File: config.mk
export PLATFORM = sky130hd
export DESIGN_NAME = rv_alu_arb
export DESIGN_NICKNAME = d
export VERILOG_FILES = /design/src/rtl/rv_alu_arb.sv
export SDC_FILE = /design/constraint.sdc
export NUM_CORES = 1
export LEC_CHECK = 0
export ABC_AREA = 0
export BUFFER_PORTS_ARGS = -buffer_cell sky130_fd_sc_hd__buf_2
export CORE_AREA = 2 2 287 289
export CTS_CLUSTER_DIAMETER = 120
export DETAILED_ROUTE_END_ITERATION = 12
export DIE_AREA = 0 0 289 291
export GPL_ROUTABILITY_DRIVEN = 0
export GPL_TIMING_DRIVEN = 0
export HOLD_SLACK_MARGIN = 0.1
export MAX_ROUTING_LAYER = met4
export SLEW_MARGIN = 25
export SYNTH_ARGS = -nofsm -noshare
export SYNTH_HDL_FRONTEND = slang
export SYNTH_SLANG_ARGS = --single-unit
export TNS_END_PERCENT = 5
File: constraint.sdc
create_clock -name clk_i -period 9.85 [get_ports clk_i]
set_clock_uncertainty 0.05 [all_clocks]
set_input_delay 0.4925 -clock clk_i [delete_from_list [all_inputs] [get_ports clk_i]]
set_output_delay 0.4925 -clock clk_i [all_outputs]
set_load 0.01 [all_outputs]
File: src/rtl/rv_alu_arb.sv
// rv_alu_arb: shares one rv_alu between NUM_REQ requesters (grant in IDLE, EXEC, held response in RESP).
// Optional build macro RV_ALU_ARB_FIXED_PRIO_EN: lowest index wins instead of round-robin.
`timescale 1ns/1ps
module rv_alu_arb #(
  parameter int DATA_WIDTH = 64,
  parameter int ADDR_WIDTH = 64,
  parameter int NUM_REQ    = 2
) (
  input  logic                             clk_i,
  input  logic                             rst_i,
  input  logic [NUM_REQ-1:0]               req_valid_i,
  output logic [NUM_REQ-1:0]               req_ready_o,
  input  logic [NUM_REQ*DATA_WIDTH-1:0]    req_opr_a_i,
  input  logic [NUM_REQ*DATA_WIDTH-1:0]    req_opr_b_i,
  input  logic [NUM_REQ*5-1:0]             req_op_sel_i,
  input  logic [NUM_REQ*ADDR_WIDTH-1:0]    req_pc_i,
  output logic [DATA_WIDTH-1:0]            alu_opr_a_o,
  output logic [DATA_WIDTH-1:0]            alu_opr_b_o,
  output logic [4:0]                       alu_op_sel_o,
  output logic [ADDR_WIDTH-1:0]            alu_pc_o,
  input  logic [DATA_WIDTH-1:0]            alu_res_i,
  input  logic                             alu_zero_i,
  output logic [NUM_REQ-1:0]               rsp_valid_o,
  input  logic [NUM_REQ-1:0]               rsp_ready_i,
  output logic [DATA_WIDTH-1:0]            rsp_res_o,
  output logic                             rsp_zero_o,
  output logic                             busy_o
);
  localparam int IDX_W = $clog2(NUM_REQ);

  // Handshakes: a request transfers in the IDLE cycle where req_valid_i[i] && req_ready_o[i];
  // a response transfers in the RESP cycle where rsp_valid_o[owner] && rsp_ready_i[owner].
  typedef enum logic [1:0] {IDLE = 2'd0, EXEC = 2'd1, RESP = 2'd2} state_t;

  state_t                  state;
  logic [IDX_W-1:0]        owner;
  logic [IDX_W-1:0]        win_idx;
  logic                    win_found;
  logic [NUM_REQ-1:0]      win_onehot;
  logic [NUM_REQ-1:0]      owner_onehot;
  logic                    owner_rsp_ready;
  logic [DATA_WIDTH-1:0]   sel_a;
  logic [DATA_WIDTH-1:0]   sel_b;
  logic [4:0]              sel_op;
  logic [ADDR_WIDTH-1:0]   sel_pc;

`ifdef RV_ALU_ARB_FIXED_PRIO_EN
  always_comb begin
    win_found = 1'b0;
    win_idx   = '0;
    for (int k = 0; k < NUM_REQ; k++) begin
      if (!win_found && req_valid_i[k]) begin
        win_found = 1'b1;
        win_idx   = IDX_W'(k);
      end
    end
  end
`else
  logic [IDX_W-1:0]       rr_ptr;
  logic [IDX_W-1:0]       next_ptr;
  logic [2*NUM_REQ-1:0]   rot_valid;
  int                     cand;

  // Doubling the valid vector turns the wrap-around search into a plain scan from bit 0.
  always_comb begin
    win_found = 1'b0;
    win_idx   = '0;
    cand      = 0;
    rot_valid = {req_valid_i, req_valid_i} >> rr_ptr;
    for (int k = 0; k < NUM_REQ; k++) begin
      if (!win_found && rot_valid[k]) begin
        win_found = 1'b1;
        cand      = int'(rr_ptr) + k;
        if (cand >= NUM_REQ) cand = cand - NUM_REQ;
        win_idx   = IDX_W'(cand);
      end
    end
  end

  assign next_ptr = (win_idx == IDX_W'(NUM_REQ - 1)) ? '0 : win_idx + 1'b1;
`endif

  always_comb begin
    sel_a  = '0;
    sel_b  = '0;
    sel_op = '0;
    sel_pc = '0;
    for (int i = 0; i < NUM_REQ; i++) begin
      if (win_idx == IDX_W'(i)) begin
        sel_a  = req_opr_a_i[i*DATA_WIDTH +: DATA_WIDTH];
        sel_b  = req_opr_b_i[i*DATA_WIDTH +: DATA_WIDTH];
        sel_op = req_op_sel_i[i*5 +: 5];
        sel_pc = req_pc_i[i*ADDR_WIDTH +: ADDR_WIDTH];
      end
    end
  end

  assign win_onehot      = NUM_REQ'(1) << win_idx;
  assign owner_onehot    = NUM_REQ'(1) << owner;
  assign owner_rsp_ready = |(rsp_ready_i & rsp_valid_o);
  assign req_ready_o     = (state == IDLE && win_found && !rst_i) ? win_onehot : '0;
  assign busy_o          = (state != IDLE);

  always_ff @(posedge clk_i or posedge rst_i) begin
    if (rst_i) begin
      state        <= IDLE;
      owner        <= '0;
`ifndef RV_ALU_ARB_FIXED_PRIO_EN
      rr_ptr       <= '0;
`endif
      alu_opr_a_o  <= '0;
      alu_opr_b_o  <= '0;
      alu_op_sel_o <= '0;
      alu_pc_o     <= '0;
      rsp_valid_o  <= '0;
      rsp_res_o    <= '0;
      rsp_zero_o   <= 1'b0;
    end else begin
      case (state)
        IDLE: begin
          if (win_found) begin
            alu_opr_a_o  <= sel_a;
            alu_opr_b_o  <= sel_b;
            alu_op_sel_o <= sel_op;
            alu_pc_o     <= sel_pc;
            owner        <= win_idx;
`ifndef RV_ALU_ARB_FIXED_PRIO_EN
            rr_ptr       <= next_ptr;
`endif
            state        <= EXEC;
          end
        end
        EXEC: begin
          rsp_res_o   <= alu_res_i;
          rsp_zero_o  <= alu_zero_i;
          rsp_valid_o <= owner_onehot;
          state       <= RESP;
        end
        RESP: begin
          // Only the owner's ready bit can match, since rsp_valid_o is one-hot on the owner.
          if (owner_rsp_ready) begin
            rsp_valid_o <= '0;
            state       <= IDLE;
          end
        end
        default: state <= IDLE;
      endcase
    end
  end
endmodule

# Word-level counts from Yosys, hierarchy flattened

Index checks and enable logic that the tools add are counted.

Bits in registers: 268
Bits in latches: 0
Memory bits (writable): 0
Bits in read-only memories: 0
Input bits: 465
Output and inout bits: 267
Word-level logic and storage cells: 52
Memories: 0

Add/subtract/negate cells: 4
$mul: 0
Divide/modulo/power cells: 0
Magnitude comparators: 2
Equal/unequal tests: 4
Shift operators: 3
Mux-type cells: 16
Bitwise operators: 1
Reduce and logical (&&, ||, !) cells: 12

Operators by type and width:

| operator              | number |
|---|---|
| $mux W64              | 3 |
| $mux W1               | 7 |
| $mux W2               | 3 |
| $pmux W2 S3           | 1 |
| $reduce_and A2 Y1     | 3 |
| $mux W5               | 1 |
| $ne A2 B2 Y1 const B  | 2 |
| $pmux W2 S2           | 1 |
| $reduce_bool A2 Y1    | 2 |
| $shl A1 B1 Y2 const A | 2 |
| $shr A4 B1 Y2         | 1 |
| $logic_and A1 B1 Y1   | 3 |
| $add A1 B1 Y2 const B | 1 |
| $and A2 B2 Y2         | 1 |
| $eq A2 B1 Y1 const B  | 1 |
| $eq A2 B2 Y1 const B  | 1 |
| $ge A1 B2 Y1 const B  | 1 |
| $ge A2 B2 Y1 const B  | 1 |
| $logic_not A1 Y1      | 2 |
| $logic_not A2 Y1      | 1 |
| $reduce_or A2 Y1      | 1 |
| $sub A1 B1 Y1 const B | 2 |
| $add A1 B1 Y1 const B | 1 |

# Logic depth before layout (Yosys ltp)

Gate-level depths: netlist of the first run.

Depth after elaboration: 8
Depth in mapped cells: 6
Gate-level depth less buffers: 4

# Least setup slack after synthesis of the first run

OpenSTA, ideal clock, no wires.

Kind: input -> output
From: input rst_i
To: output req_ready_o[0]
Arrival: 6.833 ns
Data required time: 9.307 ns
Slack: 2.475 ns
Stages: 2
Buffers on the path: 0
Cell sequence: inv_1 -> and3_1

Longest elaborated chain between the ends: 3

RTL lines:

| what                       | RTL line | text |
|---|---|---|
| from (decl)                | 10       | `input logic rst_i,` |
| $logic_not A1 Y1 (no line) | n/a      |  |
| $logic_and A1 B1 Y1        | 101      | `assign req_ready_o = (state == IDLE && win_found && !rst_i) ? win_onehot : '0;` |
| $mux W2                    | 101      |  |
| to (decl)                  | 12       | `output logic [NUM_REQ-1:0] req_ready_o,` |

Every way passes these cells.

# Worst setup path after layout of the first run

From: register state[0]
To: output req_ready_o[1]

Longest elaborated chain between the ends: 4

RTL lines:

| what                              | RTL line | text |
|---|---|---|
| from (decl)                       | 35       | `state_t state;` |
| from (signal assigned)            | 106      | `state <= IDLE;` |
| from (signal assigned)            | 130      | `state <= EXEC;` |
| from (signal assigned)            | 137      | `state <= RESP;` |
| $logic_not A2 Y1                  | 101      |  |
| $logic_and A1 B1 Y1 (2 in series) | 101      |  |
| $mux W2                           | 101      |  |

Every way passes these cells.

==> out/qor.json, run 1 <==
{
  "status": {"value": "completed"},
  "worstSetupStartpointType": {"value": "flip-flop"},
  "grt_util_all_layers": {"value": 0.128},
  "timing.final.setup_violations": {"value": 0},
  "worst_r2r_path_depth": {"value": 5},
  "fin_crit_sh": {"value": 0.347},
  "worst-endpoint-required": {"value": 9.31, "unit": "ns"},
  "cts.path.max_buffers": {"value": 3},
  "post-route-drc-count": {"value": 0},
  "synthesis.area": {"value": 11300, "unit": "um^2"},
  "core_region_area": {"value": 81200, "unit": "um^2"},
  "ys.warnings.count": {"value": 0},
  "floorplan.initialDensity": {"value": 0.139},
  "finalHoldViolations": {"value": 0},
  "ys_seq_elements": {"value": 268},
  "clock_sinks": {"value": 268},
  "maxSlewHeadroom": {"value": 0.488},
  "first_global_vias": {"value": 12688},
  "layout-area-overhead-vs-synth": {"value": 76.5, "unit": "%"},
  "boundaryPins": {"value": 732},
  "post_synth_inst_count": {"value": 845},
  "rsz_0062_raised_after_global_routing": {"value": "false"},
  "synth_area_per_cell": {"value": 13.3, "unit": "um^2"},
  "clock-root-buffer": {"value": "sky130_fd_sc_hd__clkbuf_16"},
  "synthesis.nets": {"value": 1310},
  "crit_path_start": {"value": "state[0]$_DFFE_PP0P_"},
  "routedWlPerCell": {"value": 18.9, "unit": "um"},
  "placement_rows": {"value": 105},
  "cts.repair_timing.setup_buffer_count": {"value": 0},
  "hold_path_end": {"value": "alu_opr_b_o[22]$_DFFE_PP0P_"},
  "finalPower": {"value": 0.00591, "unit": "W"},
  "synth_sequential_area_ratio": {"value": 0.595},
  "cts-resized-gates": {"value": 0},
  "cts_hold_buf": {"value": 248},
  "grt_pass1_wl": {"value": 78700, "unit": "um"},
  "clock_latency": {"value": 0.58, "unit": "ns"},
  "totalWireLength": {"value": 55800, "unit": "um"},
  "path_clk_slew": {"value": 0.06, "unit": "ns"},
  "cts_max_level": {"value": 1},
  "r2r_end": {"value": "alu_opr_a_o[2]$_DFFE_PP0P_"},
  "worst-slew-pin-transition": {"value": 0.768, "unit": "ns"},
  "die_y": {"value": 291, "unit": "um"},
  "place_hpwl": {"value": 41800, "unit": "um"},
  "fill_cells": {"value": 8547},
  "drv_cap": {"value": 0},
  "port-buffer-count": {"value": 731},
  "ys_types": {"value": 25},
  "cp.arrival": {"value": 2.88, "unit": "ns"},
  "critical_path.endpoint_type": {"value": "primary output"},
  "tritoncts.num_buffers": {"value": 31},
  "final_antenna_net_count": {"value": 0},
  "antenna_found_initial": {"value": 1},
  "worst_hold_startpoint": {"value": "req_opr_b_i[86]"},
  "cts_tree": {"value": "done"},
  "critPathMaxFanout": {"value": 10},
  "postPlaceCellArea": {"value": 16400, "unit": "um^2"},
  "layout.cell_area.non_filler": {"value": 19900, "unit": "um^2"},
  "grt_start_max_net_pins": {"value": 90},
  "setup.worst_path.class": {"value": "flip-flop to primary output"},
  "cell_total_after_placement": {"value": 2649},
  "dr.first_iter.drc_count": {"value": 477},
  "vias_per_cell": {"value": 4.08},
  "timing.hold.ws": {"value": 0.151, "unit": "ns"},
  "report.final.slew_viol_count": {"value": 0},
  "final_period_minus_worst_setup_slack": {"value": 3.42, "unit": "ns"},
  "leakage": {"value": 10.2, "unit": "nW"},
  "drive_above_1_share": {"value": 0.475},
  "rr_startpoint": {"value": "state[0]$_DFFE_PP0P_"},
  "via_count": {"value": 12041},
  "timing.hold.worst.class": {"value": "input pin to flip-flop"},
  "r2r_slack": {"value": 7.36, "unit": "ns"},
  "final-instance-count-excl-fill": {"value": 2952},
  "floorplan.die_area": {"value": 84100, "unit": "um^2"},
  "number_of_cells_on_the_worst_hold_path": {"value": 2},
  "finalNetCount": {"value": 2325},
  "grt.overflow.total": {"value": 0},
  "power_per_cell_area": {"value": 297, "unit": "nW/um^2"},
  "max-vdd-ir-drop": {"value": 0.125, "unit": "mV"},
  "max_freq": {"value": 0.292, "unit": "GHz"},
  "die_width": {"value": 289, "unit": "um"},
  "drt_first_pass_iters": {"value": 5}
}
## power breakdown
part | total, W | switching, W | internal (W) | leakage, nW
registers | 0.00199 | 0.000334 | 0.00165 | 3.27
logic | 0.00273 | 0.00149 | 0.00124 | 6.42
clock network | 0.00120 | 0.000475 | 0.000721 | 0.505
total | 0.00591 | 0.00230 | 0.00361 | 10.2
## through the flow
step                      setup TNS (ns)  utilization  setup WS (ns)
after floorplan                        0            -           1.91
after global placement           -470.07        0.200          -1.83
after detailed placement               0        0.201           6.97
after CTS                              0        0.245           6.31
after global routing                   0        0.245           6.23
final                                  0        0.245           6.43
## final cells by class
class	count	area, um^2	area share
Sequential cell	268	6710	0.337
Clock inverter	10	159	0.00799
Multi-Input combinational cell	478	4060	0.204
Clock buffer	43	881	0.0443
Antenna cell	2	5.00	0.000252
Inverter	5	26.3	0.00132
Timing Repair Buffer	982	6220	0.313
Buffer	94	489	0.0246
Tap cell	1070	1340	0.0673
## cell usage after synthesis
master                     count  area (um^2)
sky130_fd_sc_hd__a22oi_1       1         7.51
sky130_fd_sc_hd__nor2_2        1         6.26
sky130_fd_sc_hd__a211oi_1      2         15.0
sky130_fd_sc_hd__buf_4         3         22.5
sky130_fd_sc_hd__buf_6        12          135
sky130_fd_sc_hd__buf_2        25          125
sky130_fd_sc_hd__mux2_2       65          732
sky130_fd_sc_hd__nor2_1        2         7.51
sky130_fd_sc_hd__o21ai_2       1         8.76
sky130_fd_sc_hd__nor3_1        1         5.00
sky130_fd_sc_hd__and3_1      199         1240
sky130_fd_sc_hd__a221o_1     197         1970
sky130_fd_sc_hd__dfrtp_1     268         6710
sky130_fd_sc_hd__buf_1         5         18.8
sky130_fd_sc_hd__clkbuf_2      1         5.00
sky130_fd_sc_hd__a21o_1        1         7.51
sky130_fd_sc_hd__nor2b_1       1         6.26
sky130_fd_sc_hd__o21ai_0       1         5.00
sky130_fd_sc_hd__nand2b_1      1         6.26
sky130_fd_sc_hd__a21boi_2      1         11.3
sky130_fd_sc_hd__o21a_1        1         7.51
sky130_fd_sc_hd__inv_1         5         18.8
sky130_fd_sc_hd__nand3_1       1         5.00
sky130_fd_sc_hd__clkbuf_1     48          180
sky130_fd_sc_hd__a21oi_1       2         10.0
## layer usage
layer / vias up / routed length (um) / track usage / share of wire
li1: 5415 / - / - / -
met1: 5851 / 21300 / 0.136 / 0.38
met2: 639 / 27900 / 0.227 / 0.50
met3: 136 / 3630 / 0.0223 / 0.065
met4: 0 / 2940 / 0.0626 / 0.053
met5: - / 0 / - / 0
## cell families after synthesis
kind of cell    after synthesis  synth area share
compound gates              207             0.181
flops                       268             0.595
buf+inv                      99            0.0449
simple gates                206             0.114
mux                          65            0.0649
## how the worst max path moves through the flow
stage	endpoint
2_1_floorplan	alu_op_sel_o[0]$_DFFE_PP0P_
3_3_place_gp	alu_opr_b_o[39]$_DFFE_PP0P_
3_5_place_dp	req_ready_o[1]
4_1_cts	req_ready_o[1]
5_1_grt	req_ready_o[1]
6_report	req_ready_o[1]
## cell usage in the layout, fill, tap and decap left out, types with 2 or more instances in the layout
master and instances:
sky130_fd_sc_hd__clkbuf_2 3, sky130_fd_sc_hd__inv_1 4, sky130_fd_sc_hd__clkbuf_1 52, sky130_fd_sc_hd__bufinv_16 4, sky130_fd_sc_hd__dlygate4sd3_1 248, sky130_fd_sc_hd__dfrtp_1 268
sky130_fd_sc_hd__a21oi_1 2, sky130_fd_sc_hd__buf_2 756, sky130_fd_sc_hd__clkbuf_16 31, sky130_fd_sc_hd__and3_1 199, sky130_fd_sc_hd__buf_4 3, sky130_fd_sc_hd__buf_1 5
sky130_fd_sc_hd__a221o_1 197, sky130_fd_sc_hd__diode_2 2, sky130_fd_sc_hd__clkbuf_8 6, sky130_fd_sc_hd__clkinv_2 3, sky130_fd_sc_hd__clkinvlp_4 2, sky130_fd_sc_hd__a211oi_1 2
sky130_fd_sc_hd__buf_6 12, sky130_fd_sc_hd__mux2_2 65, sky130_fd_sc_hd__nor2_1 2, sky130_fd_sc_hd__buf_16 3
## worst max-delay path, stage by stage, from the launching register on
cell and delay [ns]:
sky130_fd_sc_hd__dfrtp_1 0.44, sky130_fd_sc_hd__nor2_2 0.20, sky130_fd_sc_hd__clkbuf_2 0.50, sky130_fd_sc_hd__clkbuf_1 0.57
sky130_fd_sc_hd__nand3_1 0.29, sky130_fd_sc_hd__nor2_1 0.14, sky130_fd_sc_hd__buf_2 0.14
## flip-flops by register name, summed over array words and instances (netlist names)
name	flops
alu_opr_b_o	64
rsp_res_o	64
owner	1
state	2
rsp_zero_o	1
alu_opr_a_o	64
rr_ptr	1
alu_pc_o	64
rsp_valid_o	2
alu_op_sel_o	5
Note: power is estimated with default switching activity, not from simulation.
==> run 2: changes to the inputs <==
--- a/config.mk
+++ b/config.mk
@@ -7,10 +7,10 @@
 export LEC_CHECK = 0
 export ABC_AREA = 0
 export BUFFER_PORTS_ARGS = -buffer_cell sky130_fd_sc_hd__buf_2
-export CORE_AREA = 2 2 287 289
+export CORE_AREA = 2 2 288 290
 export CTS_CLUSTER_DIAMETER = 120
 export DETAILED_ROUTE_END_ITERATION = 12
-export DIE_AREA = 0 0 289 291
+export DIE_AREA = 0 0 290 292
 export GPL_ROUTABILITY_DRIVEN = 0
 export GPL_TIMING_DRIVEN = 0
 export HOLD_SLACK_MARGIN = 0.1
==> constraint.sdc (replaced) <==
create_clock -name clk_i -period 2.8 [get_ports clk_i]
set_clock_uncertainty 0.05 [all_clocks]
set_input_delay 0.14 -clock clk_i [delete_from_list [all_inputs] [get_ports clk_i]]
set_output_delay 0.14 -clock clk_i [all_outputs]
set_load 0.01 [all_outputs]
==> run 2 against run 1 <==
Effect of this change:
- sequential share of layout area shrank 3.4 points
- cell count grew 7.6%
- sequential cell count is the same
- non-clock buffer count grew 223
- global-route usage grew 1.2 points
- clock power grew to 3.3 times the previous value
- first-iteration DRC count grew 46%
- count of clock-buffer cells in the layout grew 4
- die area grew 0.69%
- hold slack gained 0.074 ns
- highest routed layer unchanged
==> out/qor.json, run 2 (synthesis results as in run 1) <==
{
  "power_switching_share": {"value": 0.384, "change": "-0.00556"},
  "leakage": {"value": 11.2, "unit": "nW", "change": "+10%"},
  "boundaryPins": {"value": 732, "change": "unchanged"},
  "drive_above_1_share": {"value": 0.429, "change": "-0.0461"},
  "clock-root-buffer": {"value": "sky130_fd_sc_hd__clkbuf_16"},
  "grt_util_all_layers": {"value": 0.140, "change": "+0.0119"},
  "drv_cap": {"value": 0, "change": "unchanged"},
  "placement_rows": {"value": 105, "change": "unchanged"},
  "post-route-drc-count": {"value": 0, "change": "unchanged"},
  "cp.arrival": {"value": 2.52, "unit": "ns", "change": "-0.36 ns"},
  "final_period_minus_worst_setup_slack": {"value": 2.71, "unit": "ns"},
  "core_region_area": {"value": 81600, "unit": "um^2", "change": "+0.49%"},
  "grt_start_max_net_pins": {"value": 32, "change": "-64%"},
  "power.sequential.fraction": {"value": 0.316, "change": "-0.020"},
  "mostFrequentLayoutCell": {"value": "sky130_fd_sc_hd__buf_2"},
  "port-buffer-count": {"value": 731, "change": "unchanged"},
  "final_antenna_net_count": {"value": 0, "change": "unchanged"},
  "floorplan.die_area": {"value": 84700, "unit": "um^2", "change": "+0.69%"},
  "routedWlPerCell": {"value": 19.0, "unit": "um", "change": "+0.73%"},
  "via_count": {"value": 13242, "change": "+10%"},
  "preCtsSetupSlack": {"value": 0.0467, "unit": "ns", "change": "-6.93 ns"},
  "cts_max_level": {"value": 1, "change": "unchanged"},
  "worst-endpoint-required": {"value": 2.61, "unit": "ns", "change": "-6.70 ns"},
  "power_per_cell_area": {"value": 1000, "unit": "nW/um^2", "change": "+240%"},
  "setup.worst_path.class": {"value": "flip-flop to primary output"},
  "timing.final.setup_violations": {"value": 0, "change": "unchanged"},
  "maxSlewHeadroom": {"value": 0.547, "change": "+0.0592"},
  "final-instance-count-excl-fill": {"value": 3177, "change": "+7.6%"},
  "die_width": {"value": 290, "unit": "um", "change": "+0.35%"},
  "max_freq": {"value": 0.369, "unit": "GHz"},
  "cts.repair_timing.setup_buffer_count": {"value": 0, "change": "unchanged"},
  "timing.hold.ws": {"value": 0.225, "unit": "ns", "change": "+0.0739 ns"},
  "cts.path.max_buffers": {"value": 3, "change": "unchanged"},
  "place_hpwl": {"value": 42800, "unit": "um", "change": "+2.3%"},
  "path_clk_slew": {"value": 0.06, "unit": "ns", "change": "about the same"},
  "total_switching_power": {"value": 0.00853, "unit": "W", "change": "+270%"},
  "rsz_0062_raised_after_global_routing": {"value": "true"},
  "totalWireLength": {"value": 60500, "unit": "um", "change": "+8.4%"},
  "report.final.slew_viol_count": {"value": 0, "change": "unchanged"},
  "dr.first_iter.drc_count": {"value": 696, "change": "+46%"},
  "cell_total_after_placement": {"value": 2656, "change": "+0.26%"},
  "worstSetupStartpointType": {"value": "flip-flop"},
  "drt_first_pass_iters": {"value": 5, "change": "unchanged"},
  "die_y": {"value": 292, "unit": "um", "change": "+0.34%"},
  "p_int": {"value": 0.0137, "unit": "W", "change": "+280%"},
  "setup_ws_final": {"value": 0.0919, "unit": "ns", "change": "-6.34 ns"},
  "first_global_vias": {"value": 14301, "change": "+13%"},
  "grt.overflow.total": {"value": 0, "change": "unchanged"},
  "mostFrequentLayoutCells": {"value": "754 x sky130_fd_sc_hd__buf_2, 465 x sky130_fd_sc_hd__dlygate4sd3_1, 268 x sky130_fd_sc_hd__dfrtp_1, 199 x sky130_fd_sc_hd__and3_1, 197 x sky130_fd_sc_hd__a221o_1"},
  "critPathMaxFanout": {"value": 10, "change": "unchanged"},
  "antenna_found_initial": {"value": 8, "change": "+7"},
  "power.combinational.fraction": {"value": 0.507, "change": "+0.046"},
  "finalHoldViolations": {"value": 0, "change": "unchanged"},
  "critical_path.endpoint_type": {"value": "primary output"},
  "status": {"value": "completed"},
  "fin_crit_sh": {"value": 0.967},
  "tritoncts.num_buffers": {"value": 31, "change": "unchanged"},
  "floorplan.initialDensity": {"value": 0.138, "change": "-0.000671"},
  "worst-slew-pin-transition": {"value": 0.679, "unit": "ns", "change": "-0.0887 ns"},
  "cts_tree": {"value": "done"},
  "grt_pass1_wl": {"value": 88400, "unit": "um", "change": "+12%"},
  "vias_per_cell": {"value": 4.17, "change": "+2.2%"},
  "max-vdd-ir-drop": {"value": 0.549, "unit": "mV", "change": "+340%"},
  "utilization": {"value": 0.271, "change": "+0.0264"},
  "finalNetCount": {"value": 2548, "change": "+9.6%"},
  "layout-area-overhead-vs-synth": {"value": 96.4, "unit": "%"},
  "clock_power_share": {"value": 0.177, "change": "-0.025"},
  "clock_sinks": {"value": 268, "change": "unchanged"},
  "clock_latency": {"value": 0.58, "unit": "ns", "change": "about the same"},
  "timing.hold.worst.class": {"value": "input pin to async pin"}
}
-- run 2: cell types whose count changed in the layout (fill, tap and decap cells not counted), moves of 2 or more --
cell | previous run | this run
sky130_fd_sc_hd__dlygate4sd3_1 | 248 | 465
sky130_fd_sc_hd__buf_2 | 756 | 754
sky130_fd_sc_hd__buf_12 | 0 | 8
sky130_fd_sc_hd__buf_4 | 3 | 5
sky130_fd_sc_hd__clkbuf_8 | 6 | 9
sky130_fd_sc_hd__diode_2 | 2 | 4
sky130_fd_sc_hd__clkbuf_2 | 3 | 5
sky130_fd_sc_hd__bufinv_16 | 4 | 0
sky130_fd_sc_hd__clkinv_2 | 3 | 5
sky130_fd_sc_hd__clkbuf_1 | 52 | 48
-- run 2: path summary, 6_finish.rpt --
path | end | slack (ns) | start | depth (start not counted)
worst max-delay path | req_ready_o[0] | 0.09 | rr_ptr$_DFFE_PP0P_ | 5
worst min-delay path | alu_opr_a_o[61]$_DFFE_PP0P_ | 0.22 | rst_i | 4
worst max register to register | alu_pc_o[55]$_DFFE_PP0P_ | 0.14 | rr_ptr$_DFFE_PP0P_ | 6
worst min register to register | rsp_valid_o[0]$_DFFE_PP0P_ | 0.39 | owner$_DFFE_PP0P_ | 1
max in group asynchronous | rsp_res_o[18]$_DFFE_PP0P_ | 1.20 | rst_i | 9
min in group clk_i | alu_pc_o[35]$_DFFE_PP0P_ | 0.27 | req_pc_i[99] | 3
-- run 2: final cells by class --
type                       instances  area, um^2
clock inverter                     6        33.8
sequential                       268        6710
tap                             1070        1340
timing repair buffer            1206        8530
antenna                            4        10.0
clock buffer                      47         926
fill                            8305       59400
inverter                           5        22.5
buffer                            93         497
multi-input combinational        478        4070
-- run 2: metrics by stage --
step           area (um^2)  power [W]  TNS [ns]
2_1_floorplan        11300     0.0119   -252.69
3_3_place_gp         16300     0.0163   -776.02
3_5_place_dp         16500     0.0164         0
4_1_cts              22100     0.0221         0
5_1_grt              22100     0.0235    -0.111
6_report             22100     0.0222         0
-- run 2: worst max-delay path, stage by stage, from the launching register on --
cell,delay (ns)
sky130_fd_sc_hd__dfrtp_1,0.41
sky130_fd_sc_hd__a21boi_4,0.50
sky130_fd_sc_hd__clkbuf_2,0.38
sky130_fd_sc_hd__buf_2,0.32
sky130_fd_sc_hd__and3_1,0.18
sky130_fd_sc_hd__buf_2,0.13
-- run 2: layer usage --
| layer | GRT usage | up-vias | part of all wire |
|---|---|---|---|
| li1 | - | 5843 | - |
| met1 | 0.150 | 6441 | 0.37 |
| met2 | 0.233 | 761 | 0.48 |
| met3 | 0.0324 | 197 | 0.072 |
| met4 | 0.0894 | 0 | 0.071 |
| met5 | - | - | 0 |
-- run 2: power groups by stage --
stage                     logic (W)  registers (W)  clock network (W)
after floorplan             0.00415        0.00771                  0
after global routing         0.0121        0.00722            0.00418
after global placement      0.00937        0.00694                  0
after detailed placement    0.00950        0.00693                  0
after CTS                    0.0112        0.00694            0.00402
final                        0.0113        0.00703            0.00392
-- run 2: timing repair --
item | CTS | global route
gates resized for setup | 2 | 10
endpoints found under the setup margin | 3 | 37
hold buffers | 465 | 0
hold endpoints to repair | 406 | 0
==> run 3: changes to the inputs <==
--- a/config.mk
+++ b/config.mk
@@ -15,6 +15,8 @@
 export GPL_TIMING_DRIVEN = 0
 export HOLD_SLACK_MARGIN = 0.1
 export MAX_ROUTING_LAYER = met4
+export RECOVER_POWER = 25
+export SKIP_LAST_GASP = 1
 export SLEW_MARGIN = 25
 export SYNTH_ARGS = -nofsm -noshare
 export SYNTH_HDL_FRONTEND = slang
==> run 3 against run 2 <==
Effect of this change:
- the run now ends with capacitance limit, slew limit left
- register-to-register slack worse by 0.12 ns
- cell area down 0.24%
- clock power barely moved
- setup slack worse by 0.068 ns
- hold slack improved by 0.038 ns
- cell count about the same
- non-clock buffer count unchanged
- via count increased by 0.14%
- combinational power shrank 6%
- maximum frequency fell by 2.4%
- core utilization down 0.066 points
- highest routed layer unchanged
==> out/qor.json, run 3 (synthesis results as in run 1) <==
{
  "setup.worst_path.class": {"value": "flip-flop to flip-flop"},
  "fin_crit_sh": {"value": 0.991, "change": "+0.0243"},
  "report.final.slew_viol_count": {"value": 30, "change": "+30"},
  "crit_slowest_cell": {"value": "sky130_fd_sc_hd__dlygate4sd3_1"},
  "totalWireLength": {"value": 60800, "unit": "um", "change": "+0.44%"},
  "finalNetCount": {"value": 2548, "change": "unchanged"},
  "grt_util_all_layers": {"value": 0.140, "change": "about the same"},
  "max-vdd-ir-drop": {"value": 0.446, "unit": "mV", "change": "-19%"},
  "rsz_0062_raised_after_global_routing": {"value": "true"},
  "post-route-drc-count": {"value": 0, "change": "unchanged"},
  "leakage": {"value": 11.2, "unit": "nW", "change": "-0.62%"},
  "final_period_minus_worst_setup_slack": {"value": 2.78, "unit": "ns", "change": "+0.0679 ns"},
  "core_region_area": {"value": 81600, "unit": "um^2", "change": "unchanged"},
  "seq_area": {"value": 6710, "unit": "um^2", "change": "unchanged"},
  "utilization": {"value": 0.271, "change": "-0.000660"},
  "slowest_delay": {"value": 0.55, "unit": "ns", "change": "+0.05 ns"},
  "rr_startpoint": {"value": "rr_ptr$_DFFE_PP0P_"},
  "mostFrequentLayoutCell": {"value": "sky130_fd_sc_hd__buf_2"},
  "preCtsSetupSlack": {"value": 0.0467, "unit": "ns", "change": "unchanged"},
  "clock-root-buffer": {"value": "sky130_fd_sc_hd__clkbuf_16"},
  "grt_pass1_wl": {"value": 88600, "unit": "um", "change": "+0.19%"},
  "finalHoldViolations": {"value": 0, "change": "unchanged"},
  "cts.path.max_buffers": {"value": 3, "change": "unchanged"},
  "cell_total_after_placement": {"value": 2656, "change": "unchanged"},
  "clock_sinks": {"value": 268, "change": "unchanged"},
  "antenna_found_initial": {"value": 8, "change": "unchanged"},
  "via_count": {"value": 13261, "change": "+0.14%"},
  "drv_cap": {"value": 1, "change": "+1"},
  "violations": {"value": "capacitance limit, slew limit"},
  "die_width": {"value": 290, "unit": "um", "change": "unchanged"},
  "final_antenna_net_count": {"value": 0, "change": "unchanged"},
  "timing.final.setup_violations": {"value": 0, "change": "unchanged"},
  "path_common_cell": {"value": "sky130_fd_sc_hd__buf_2"},
  "maxSlewHeadroom": {"value": -0.182, "change": "-0.729"},
  "first_global_vias": {"value": 14372, "change": "+0.50%"},
  "floorplan.initialDensity": {"value": 0.138, "change": "unchanged"},
  "critPathMaxFanout": {"value": 10, "change": "unchanged"},
  "tns": {"value": 0, "unit": "ns", "change": "unchanged"},
  "tritoncts.num_buffers": {"value": 31, "change": "unchanged"},
  "mostFrequentLayoutCells": {"value": "755 x sky130_fd_sc_hd__buf_2, 465 x sky130_fd_sc_hd__dlygate4sd3_1, 268 x sky130_fd_sc_hd__dfrtp_1, 199 x sky130_fd_sc_hd__and3_1, 197 x sky130_fd_sc_hd__a221o_1"},
  "floorplan.die_area": {"value": 84700, "unit": "um^2", "change": "unchanged"},
  "worst-endpoint-required": {"value": 3.28, "unit": "ns", "change": "+0.67 ns"},
  "crit_path_start": {"value": "rr_ptr$_DFFE_PP0P_"},
  "critical-path-top-delay-family": {"value": "buffers and inverters"},
  "routedWlPerCell": {"value": 19.1, "unit": "um", "change": "+0.47%"},
  "vias_per_cell": {"value": 4.18, "change": "+0.18%"},
  "cp.arrival": {"value": 3.25, "unit": "ns", "change": "+0.73 ns"},
  "power_per_cell_area": {"value": 977, "unit": "nW/um^2", "change": "-2.6%"},
  "status": {"value": "finished with violations"},
  "timing.hold.worst.class": {"value": "input pin to flip-flop"},
  "placement_rows": {"value": 105, "change": "unchanged"},
  "final-instance-count-excl-fill": {"value": 3176, "change": "-0.031%"},
  "path_clk_slew": {"value": 0.06, "unit": "ns", "change": "about the same"},
  "port-buffer-count": {"value": 731, "change": "unchanged"},
  "multiInputGateArea": {"value": 4070, "unit": "um^2", "change": "unchanged"},
  "setup_ws_final": {"value": 0.0240, "unit": "ns", "change": "-0.0679 ns"},
  "path_cells": {"value": "a21boi_4 > buf_2 > buf_2 > and3_1 > a221o_1 > dlygate4sd3_1"},
  "critical_path.endpoint_type": {"value": "flip-flop"},
  "dr.first_iter.drc_count": {"value": 680, "change": "-2.3%"},
  "cp.buffers_inverters": {"value": 3, "change": "unchanged"},
  "place_hpwl": {"value": 42800, "unit": "um", "change": "unchanged"},
  "cts_max_level": {"value": 1, "change": "unchanged"},
  "grt.overflow.total": {"value": 0, "change": "unchanged"},
  "clock_latency": {"value": 0.58, "unit": "ns", "change": "about the same"},
  "grt_start_max_net_pins": {"value": 32, "change": "unchanged"},
  "worst-slew-pin-transition": {"value": 1.77, "unit": "ns", "change": "+1.09 ns"},
  "cts_tree": {"value": "done"},
  "postPlaceCellArea": {"value": 16500, "unit": "um^2", "change": "unchanged"},
  "worst_hold_startpoint": {"value": "req_opr_a_i[113]"},
  "max_freq": {"value": 0.360, "unit": "GHz", "change": "-2.4%"},
  "drt_first_pass_iters": {"value": 5, "change": "unchanged"},
  "fill_cells": {"value": 8283, "change": "-0.26%"},
  "layout.cell_area.non_filler": {"value": 22100, "unit": "um^2", "change": "-0.24%"},
  "layout-area-overhead-vs-synth": {"value": 95.9, "unit": "%"},
  "drive_above_1_share": {"value": 0.427, "change": "-0.00238"},
  "boundaryPins": {"value": 732, "change": "unchanged"},
  "worstSetupStartpointType": {"value": "flip-flop"},
  "die_y": {"value": 292, "unit": "um", "change": "unchanged"}
}
run 3: tightest hold or removal path, delay by kind of cell:
family | cells | cell delay, ns
compound gates | 1 | 0.12
buf+inv | 2 | 0.60
run 3: power breakdown:
part           total [W]  switching, W  internal, W
registers        0.00702       0.00120      0.00582
logic             0.0106       0.00555      0.00509
clock network    0.00393       0.00168      0.00225
total             0.0216       0.00844       0.0131
run 3: timing repair:
item / in CTS / in global routing
buffers inserted: 0 / 0
endpoints found under the setup margin: 3 / 39
hold buffers: 465 / 0
hold endpoints to repair: 406 / 0
gates resized for setup: 1 / 3
run 3: worst paths after layout:
path                                                     to  slack [ns]  depth (start not counted)
worst min-delay path            alu_opr_a_o[49]$_DFFE_PP0P_        0.26                          3
worst max-delay path               alu_pc_o[55]$_DFFE_PP0P_        0.02                          6
worst min register to register   rsp_valid_o[0]$_DFFE_PP0P_        0.39                          1
worst max register to register     alu_pc_o[55]$_DFFE_PP0P_        0.02                          6
max in group asynchronous         rsp_res_o[18]$_DFFE_PP0P_        0.37                          9
min in group asynchronous          alu_pc_o[25]$_DFFE_PP0P_        0.35                          4
run 3: through the flow:
step	power (W)	hold WS [ns]
after floorplan	0.0119	0.235
after detailed placement	0.0164	0.153
after global routing	0.0228	0.232
after CTS	0.0215	0.178
final	0.0216	0.263
after global placement	0.0163	0.319
run 3: layout make-up:
type / count / share of cell area
well taps: 1070 / 0.0606
multi-input cells: 478 / 0.184
plain buffers: 93 / 0.0222
clock buffers: 47 / 0.0419
flip-flops and latches: 268 / 0.304
repair buffers: 1206 / 0.384
diodes: 3 / 0.000340
inverters: 5 / 0.000907
clock inverters: 6 / 0.00153
run 3: metal layers:
metal  vias to the layer above  routed length [um]  global-route usage
li1                       5841                   -                   -
met4                         0                3970              0.0831
met3                       200                4230              0.0284
met5                         -                   0                   -
met1                      6410               23300               0.154
met2                       810               29300               0.234
